--- config.mk ---
export PLATFORM = sky130hd
export DESIGN_NAME = uart_axil_poll_master
export DESIGN_NICKNAME = d
export VERILOG_FILES = /design/src/rtl/uart_axil_poll_master.sv
export SDC_FILE = /design/constraint.sdc
export NUM_CORES = 1
export LEC_CHECK = 0
export ABC_AREA = 1
export ABC_CLOCK_PERIOD_IN_PS = 2710
export CORE_MARGIN = 2
export CORE_UTILIZATION = 32
export DETAILED_ROUTE_END_ITERATION = 7
export HOLD_SLACK_MARGIN = 0.08
export PLACE_DENSITY = 0.8
export SYNTH_ARGS = -nofsm -noshare
export SYNTH_HDL_FRONTEND = slang
export SYNTH_SLANG_ARGS = --single-unit
export TNS_END_PERCENT = 50
--- constraint.sdc ---
create_clock -name clk -period 2.71 [get_ports clk]
set_input_delay 0.271 -clock clk [delete_from_list [all_inputs] [get_ports clk]]
set_output_delay 0.271 -clock clk [all_outputs]
set_load 0.01 [all_outputs]
--- src/rtl/uart_axil_poll_master.sv ---
// AXI4-Lite initiator for the UART register block: turns a TX byte stream and
// baud-select requests into register writes, polls STATUS and drains RX bytes.
module uart_axil_poll_master #(
    parameter int                    ADDR_WIDTH = 32,
    parameter int                    DATA_WIDTH = 32,
    parameter logic [ADDR_WIDTH-1:0] BASE_ADDR  = '0,
    parameter int                    POLL_DIV   = 16
) (
    input  logic                    clk,
    input  logic                    rst,
    output logic [ADDR_WIDTH-1:0]   m_axil_awaddr,
    output logic                    m_axil_awvalid,
    input  logic                    m_axil_awready,
    output logic [DATA_WIDTH-1:0]   m_axil_wdata,
    output logic [DATA_WIDTH/8-1:0] m_axil_wstrb,
    output logic                    m_axil_wvalid,
    input  logic                    m_axil_wready,
    input  logic [1:0]              m_axil_bresp,
    input  logic                    m_axil_bvalid,
    output logic                    m_axil_bready,
    output logic [ADDR_WIDTH-1:0]   m_axil_araddr,
    output logic                    m_axil_arvalid,
    input  logic                    m_axil_arready,
    input  logic [DATA_WIDTH-1:0]   m_axil_rdata,
    input  logic [1:0]              m_axil_rresp,
    input  logic                    m_axil_rvalid,
    output logic                    m_axil_rready,
    input  logic [7:0]              s_tx_data,
    input  logic                    s_tx_valid,
    output logic                    s_tx_ready,
    output logic [7:0]              m_rx_data,
    output logic                    m_rx_valid,
    input  logic                    m_rx_ready,
    input  logic [2:0]              baud_sel,
    input  logic                    baud_sel_wr,
    output logic                    busy,
    output logic                    err
);
    localparam logic [ADDR_WIDTH-1:0] OFF_TX     = ADDR_WIDTH'(32'h0);
    localparam logic [ADDR_WIDTH-1:0] OFF_RX     = ADDR_WIDTH'(32'h4);
    localparam logic [ADDR_WIDTH-1:0] OFF_STATUS = ADDR_WIDTH'(32'h8);
    localparam logic [ADDR_WIDTH-1:0] OFF_BAUD   = ADDR_WIDTH'(32'hC);
    localparam int                    PW         = (POLL_DIV < 1) ? 1 : $clog2(POLL_DIV + 1);
    localparam logic [PW-1:0]         POLL_LIM   = PW'(POLL_DIV);

    typedef enum logic [2:0] {IDLE, AR_A, R_D, DECIDE, WR_A, WR_B, RX_OUT} state_t;
    state_t state, state_d;

    logic [PW-1:0] poll_cnt;
    logic          baud_pend;
    logic [2:0]    baud_val;
    logic          rd_status;
    logic [7:0]    rdata_q;
    logic [1:0]    rresp_q;
    logic          aw_done, w_done;
    logic          poll_go, rx_go, baud_launch, tx_take;
    logic          aw_hs, w_hs;
    logic          unused_rdata;

    assign unused_rdata   = ^m_axil_rdata[DATA_WIDTH-1:8];
    assign aw_hs          = m_axil_awvalid && m_axil_awready;
    assign w_hs           = m_axil_wvalid && m_axil_wready;
    assign m_axil_awvalid = (state == WR_A) && !aw_done;
    assign m_axil_wvalid  = (state == WR_A) && !w_done;
    assign m_axil_wstrb   = '1;
    assign m_axil_bready  = (state == WR_B);
    assign m_axil_arvalid = (state == AR_A);
    assign m_axil_rready  = (state == R_D);
    assign s_tx_ready     = tx_take;
    assign busy           = (state != IDLE);

    always_ff @(posedge clk) begin
        if (rst) state <= IDLE;
        else     state <= state_d;
    end

    always_comb begin
        state_d     = state;
        poll_go     = 1'b0;
        rx_go       = 1'b0;
        baud_launch = 1'b0;
        tx_take     = 1'b0;
        case (state)
            IDLE: begin
                if (baud_pend) begin
                    baud_launch = 1'b1;
                    state_d     = WR_A;
                end else if (poll_cnt == POLL_LIM) begin
                    poll_go = 1'b1;
                    state_d = AR_A;
                end
            end
            AR_A:   if (m_axil_arready) state_d = R_D;
            R_D:    if (m_axil_rvalid) state_d = rd_status ? DECIDE : RX_OUT;
            DECIDE: begin
                // RX drain outranks TX so received bytes are never starved
                if (rresp_q != 2'b00) begin
                    state_d = IDLE;
                end else if (rdata_q[1] && !m_rx_valid) begin
                    rx_go   = 1'b1;
                    state_d = AR_A;
                end else if (!rdata_q[0] && s_tx_valid) begin
                    tx_take = 1'b1;
                    state_d = WR_A;
                end else begin
                    state_d = IDLE;
                end
            end
            WR_A:   if ((aw_done || aw_hs) && (w_done || w_hs)) state_d = WR_B;
            WR_B:   if (m_axil_bvalid) state_d = IDLE;
            RX_OUT: state_d = IDLE;
            default: state_d = IDLE;
        endcase
    end

    always_ff @(posedge clk) begin
        if (rst) begin
            poll_cnt      <= '0;
            baud_pend     <= 1'b0;
            baud_val      <= '0;
            rd_status     <= 1'b0;
            rdata_q       <= '0;
            rresp_q       <= '0;
            aw_done       <= 1'b0;
            w_done        <= 1'b0;
            m_axil_awaddr <= '0;
            m_axil_wdata  <= '0;
            m_axil_araddr <= '0;
            m_rx_data     <= '0;
            m_rx_valid    <= 1'b0;
            err           <= 1'b0;
        end else begin
            // a new request in the launch cycle re-arms with the newer code
            if (baud_sel_wr) begin
                baud_pend <= 1'b1;
                baud_val  <= baud_sel;
            end else if (baud_launch) begin
                baud_pend <= 1'b0;
            end
            if (state == IDLE && !baud_pend)
                poll_cnt <= poll_go ? '0 : poll_cnt + 1'b1;
            if (poll_go) begin
                m_axil_araddr <= BASE_ADDR + OFF_STATUS;
                rd_status     <= 1'b1;
            end
            if (rx_go) begin
                m_axil_araddr <= BASE_ADDR + OFF_RX;
                rd_status     <= 1'b0;
            end
            if (state == R_D && m_axil_rvalid) begin
                rdata_q <= m_axil_rdata[7:0];
                rresp_q <= m_axil_rresp;
            end
            if (baud_launch) begin
                m_axil_awaddr <= BASE_ADDR + OFF_BAUD;
                m_axil_wdata  <= DATA_WIDTH'(baud_val);
            end
            if (tx_take) begin
                m_axil_awaddr <= BASE_ADDR + OFF_TX;
                m_axil_wdata  <= DATA_WIDTH'(s_tx_data);
            end
            if (state != WR_A) begin
                aw_done <= 1'b0;
                w_done  <= 1'b0;
            end else begin
                if (aw_hs) aw_done <= 1'b1;
                if (w_hs)  w_done  <= 1'b1;
            end
            if ((state == DECIDE && rresp_q != 2'b00) ||
                (state == RX_OUT && rresp_q != 2'b00) ||
                (state == WR_B && m_axil_bvalid && m_axil_bresp != 2'b00))
                err <= 1'b1;
            if (state == RX_OUT && rresp_q == 2'b00) begin
                m_rx_data  <= rdata_q;
                m_rx_valid <= 1'b1;
            end else if (m_rx_valid && m_rx_ready) begin
                m_rx_valid <= 1'b0;
            end
        end
    end
endmodule

After elaboration in Yosys (flattened, before gate mapping)
Cells that the tools add are included.
{ "op_classes": {"addsub": 1, "eq_ne": 13, "muxes": 32, "n_reduce_logical": 37} }
{ "ops": {"columns": ["op", "count"], "rows": [
  ["3-bit 2-to-1 mux", 12],
  ["3-bit case mux with 6 select lines", 1],
  ["1-bit 2-to-1 mux", 16],
  ["8-bit 2-to-1 mux", 2],
  ["1-bit logical AND", 15],
  ["2-bit nonzero test", 6],
  ["3-bit equality test, second input constant", 3],
  ["3-bit by 2-bit equality test with 1-bit output, second input constant", 2],
  ["3-bit inequality test, second input constant", 2],
  ["2-bit OR reduction", 3],
  ["5-bit by 1-bit adder with 5-bit output, second input constant", 1],
  ["5-bit equality test, second input constant", 1],
  ["1-bit logical NOT", 5],
  ["5-bit 2-to-1 mux", 1],
  ["5-bit AND reduction", 1],
  ["1-bit logical OR", 4],
  ["2-bit by 1-bit inequality test with 1-bit output, second input constant", 2],
  ["2-bit inequality test, second input constant", 2],
  ["3-bit by 1-bit equality test with 1-bit output, second input constant", 1],
  ["3-bit logical NOT", 1],
  ["3-bit nonzero test", 1],
  ["2-bit logical NOT", 1]
]} }
{ "word_totals": {"reg_bits": 45, "inputBits": 57, "output_inout_bits": 117, "wordCells": 98} }

Longest topological paths before layout
{ "depth": {"ltp_word": 7, "depth_mapped": 9, "ltp_nobuf": 9} }

Least setup slack after synthesis
OpenSTA, ideal clock, no wires.
{ "synth_path": {"path_kind": "reg2reg", "startpoint": "register poll_cnt[0]", "endpoint": "register state[2]", "setup_time_ps": 116, "arrival_time_ps": 1259, "required_time_ps": 2594, "setup_slack_ps": 1335, "stages_incl_launch_ff": 10, "path_buffers": 0, "synth_period_minus_slack_ps": 1375, "path_cell_list": "dfxtp_1 > inv_1 > ha_1 > nand2_1 > nor3_1 > nor2_2 > nor2_2 > nand2_1 > nor2_1 > nor2_1"} }
{ "synth_via": {"elab_chain_len": 3} }
{ "synth_rtl": {"columns": ["item", "line_no", "source"], "rows": [
  ["start, declared", "49", "logic [PW-1:0] poll_cnt;"],
  ["start signal, assigned", "141", "poll_cnt <= poll_go ? '0 : poll_cnt + 1'b1;"],
  ["5-bit equality test", "88", "end else if (poll_cnt == POLL_LIM) begin"],
  ["3-bit inequality test (no line)", null, null],
  ["5-bit AND reduction (no line)", null, null],
  ["end signal, assigned", "74", "else state <= state_d;"],
  ["end, declared", "47", "state_t state, state_d;"]
]} }
Every way passes these cells.
A chain may end at the register's enable or synchronous reset.

Worst setup path after layout
{ "layout_path": {"startpoint": "register state[0]", "endpoint": "output port s_tx_ready"} }
{ "layout_via": {"elab_chain_len": 2} }
{ "layout_rtl": {"columns": ["item", "line_no", "source"], "rows": [
  ["3-bit by 2-bit equality test with 1-bit output", "83", "case (state)"],
  ["1-bit 2-to-1 mux", "83", null],
  ["end, declared", "30", "output logic s_tx_ready,"]
]} }
Every way passes these cells.

==> flow_summary.toml <==
[finish]
postLayoutCoreUtil_pct = 37.8
layout-drive-gt1-share_pct = 7.33
synthToLayoutAreaGrowth_pct = 16.5
most-common-layout-cells = "88 x conb_1, 61 x clkdlybuf4s50_1, 60 x nor2_1, 45 x dfxtp_1, 35 x nand2_1"
n_antenna_cell = 0
final_common_cell = "conb_1"
multiInputGateArea_um2 = 1210
layout.nets = 467
seq_area_um2 = 901
num-fill-cells = 848

[worst_hold_path]
min_from = "m_axil_wdata[5]"
hp-class = "reg2reg"

[critical_path]
cp.arrival_ps = 2110
startpoint_type = "flop"
crit_chain = "nand2_2, nor2_2, nand2_2, nor2_4, clkdlybuf4s50_1"
crit_type = "reg2out"
cp_max_fo = 11
crit_required_ps = 2440
crit_buf_inv = 1
cp_slowest_stage_delay_ps = 640
crit_top_cell = "nand2_2"
path_delay_family = "flip-flops"
crit_start = "state[0]"
r2r_start = "poll_cnt[0]"
end_kind = "output port"
slowest_stage = "dfxtp_1"

[die]
pin_count = 174
fp.dieH_um = 94.6
die-area_um2 = 8940
start_util_pct = 32.4
coreArea_um2 = 8090
placementRows = 33
die_w_um = 94.6

[clocking]
cts.repair.resized = 0
cts.sinks = 45
htree_levels = 2
clk_pin_slew_ps = 90
cts_root_buf = "clkbuf_8"
cts.hold.buffers_added = 0
clock_latency_ps = 300
numCtsBuffers = 5
cts_tree = "yes"
post-cts-setup-buffer-count = 0
clockBufferDepth = 2

[timing]
hold_slack_ps = 464
maxSlewViolCount = 0
period_minus_slack_ps = 2380
finalHoldViolCount = 0
tns_ps = 0
fmax_mhz = 420
rsz0062_at_grt = "false"
period_share_pct = 87.9
slew_headroom_pct = 49.9
tightest_slew_ps = 750
fin_skew_ps = 12.0
setup-violations-final = 0

[drt]
wl_per_cell_um = 10.1
drt_pass1_iterations = 4
ant_nets = 0
viasPerCell = 3.98
vias = 2046
drt-total-wl_um = 5170
dr.first_iter.drc_count = 68
drc = 0

[logic_synthesis]
synth_ff_type = "dfxtp_1"
yosysSeqAreaShare_pct = 34.3
synthCells = 352
synth_cell_types = 28
netlist_area_um2 = 2620
async_reset_ff_share_pct = 0
synth_edf_count = 0
synth_seq_cells = 45
ys_warn_count = 0
avgSynthCellArea_um2 = 7.45

[grt]
grt_overflow = 0
grt_pass1_vias = 1824
grt_max_degree = 30
grt_pass1_wl_um = 8120
antenna_found_initial = 0
gr-usage-all-layers_pct = 11.4

[placed_design]
dp_hpwl_um = 4020
finalWeightedCongestion = 0.733
numPortBuffers = 61

[outcome]
outcome = "complete, no violations"

[power]
p_leak_nw = 1.32
vdd_drop_max_mv = 0.281
cellPowerDensity_nw_per_um2 = 662
power.total_mw = 2.02

[flow_run]
cap_viol_max_count = 0
==> registers in the layout, summed over array words and instances (netlist names) <==
name / count
rdata_q: 8
m_axil_awaddr: 1
err: 1
poll_cnt: 5
m_axil_wdata: 8
rd_status: 1
aw_done: 1
baud_pend: 1
rresp_q: 2
state: 3
w_done: 1
m_axil_araddr: 1
m_rx_valid: 1
baud_val: 3
m_rx_data: 8
==> Yosys cell counts, types with 3 or more instances <==
master / count / share of area, %
buf_4: 90 / 26
buf_6: 3 / 1.3
nand2_2: 4 / 0.95
o21ai_0: 17 / 3.2
nor2_4: 5 / 2.1
inv_1: 20 / 2.9
inv_2: 5 / 0.72
nand4_1: 3 / 0.72
nor2_2: 3 / 0.72
nor2_1: 60 / 8.6
clkbuf_1: 4 / 0.57
nand3_1: 12 / 2.3
dfxtp_1: 45 / 34
a21oi_1: 13 / 2.5
nand2_1: 35 / 5.0
o21ai_1: 11 / 2.1
a31oi_1: 3 / 0.72
nor3_1: 3 / 0.57
==> metal layers <==
metal | vias up | global-route usage, % | routed length [um]
li1 | 1036 | - | -
met2 | 105 | 19.0 | 2380
met3 | 7 | 3.75 | 542
met1 | 898 | 13.5 | 2160
met5 | - | 0 | 0
met4 | 0 | 4.23 | 79
==> metrics by stage <==
step	worst slack [ps]	cells	area (um2)
3_5_place_dp	634	506	2960
6_report	328	514	3060
2_1_floorplan	1330	438	2950
3_3_place_gp	664	506	2960
4_1_cts	295	514	3060
5_1_grt	241	514	3060
==> worst min-delay path, delay by kind of cell, from the launching register on <==
family | cells | cell delay, ps
AOI/OAI and AO/OA | 1 | 50
DFF | 1 | 320
and+or+nand+nor | 1 | 60
==> layout make-up <==
| type | count | area share [%] |
|---|---|---|
| Multi-Input combinational cell | 268 | 39.6 |
| Sequential cell | 45 | 29.5 |
| Timing Repair Buffer | 62 | 20.2 |
| Tap cell | 105 | 4.30 |
| Inverter | 26 | 3.28 |
| Clock buffer | 5 | 2.25 |
| Clock inverter | 3 | 0.819 |
==> worst paths after layout <==
path	cells after the start	slack (ps)	to
max	5	330	s_tx_ready
min	2	460	m_axil_wdata[5]
max reg2reg	9	1070	state[0]
min reg2reg	2	460	m_axil_wdata[5]
==> where the power goes <==
part	switching, mW	internal [mW]
logic	0.437	0.305
clock network	0.243	0.186
registers	0.0993	0.751
==> logic make-up after synthesis <==
group / after synthesis / share of synthesized area, %
buffers and inverters: 125 / 31.8
AO/OA/AOI/OAI: 46 / 9.11
other: 2 / 0.286
adder cells (fa/ha/maj): 2 / 0.954
flip-flops: 45 / 34.3
AND/OR/NAND/NOR: 130 / 22.8
XOR/XNOR: 2 / 0.668
Note: power is estimated with default switching activity, not from simulation.
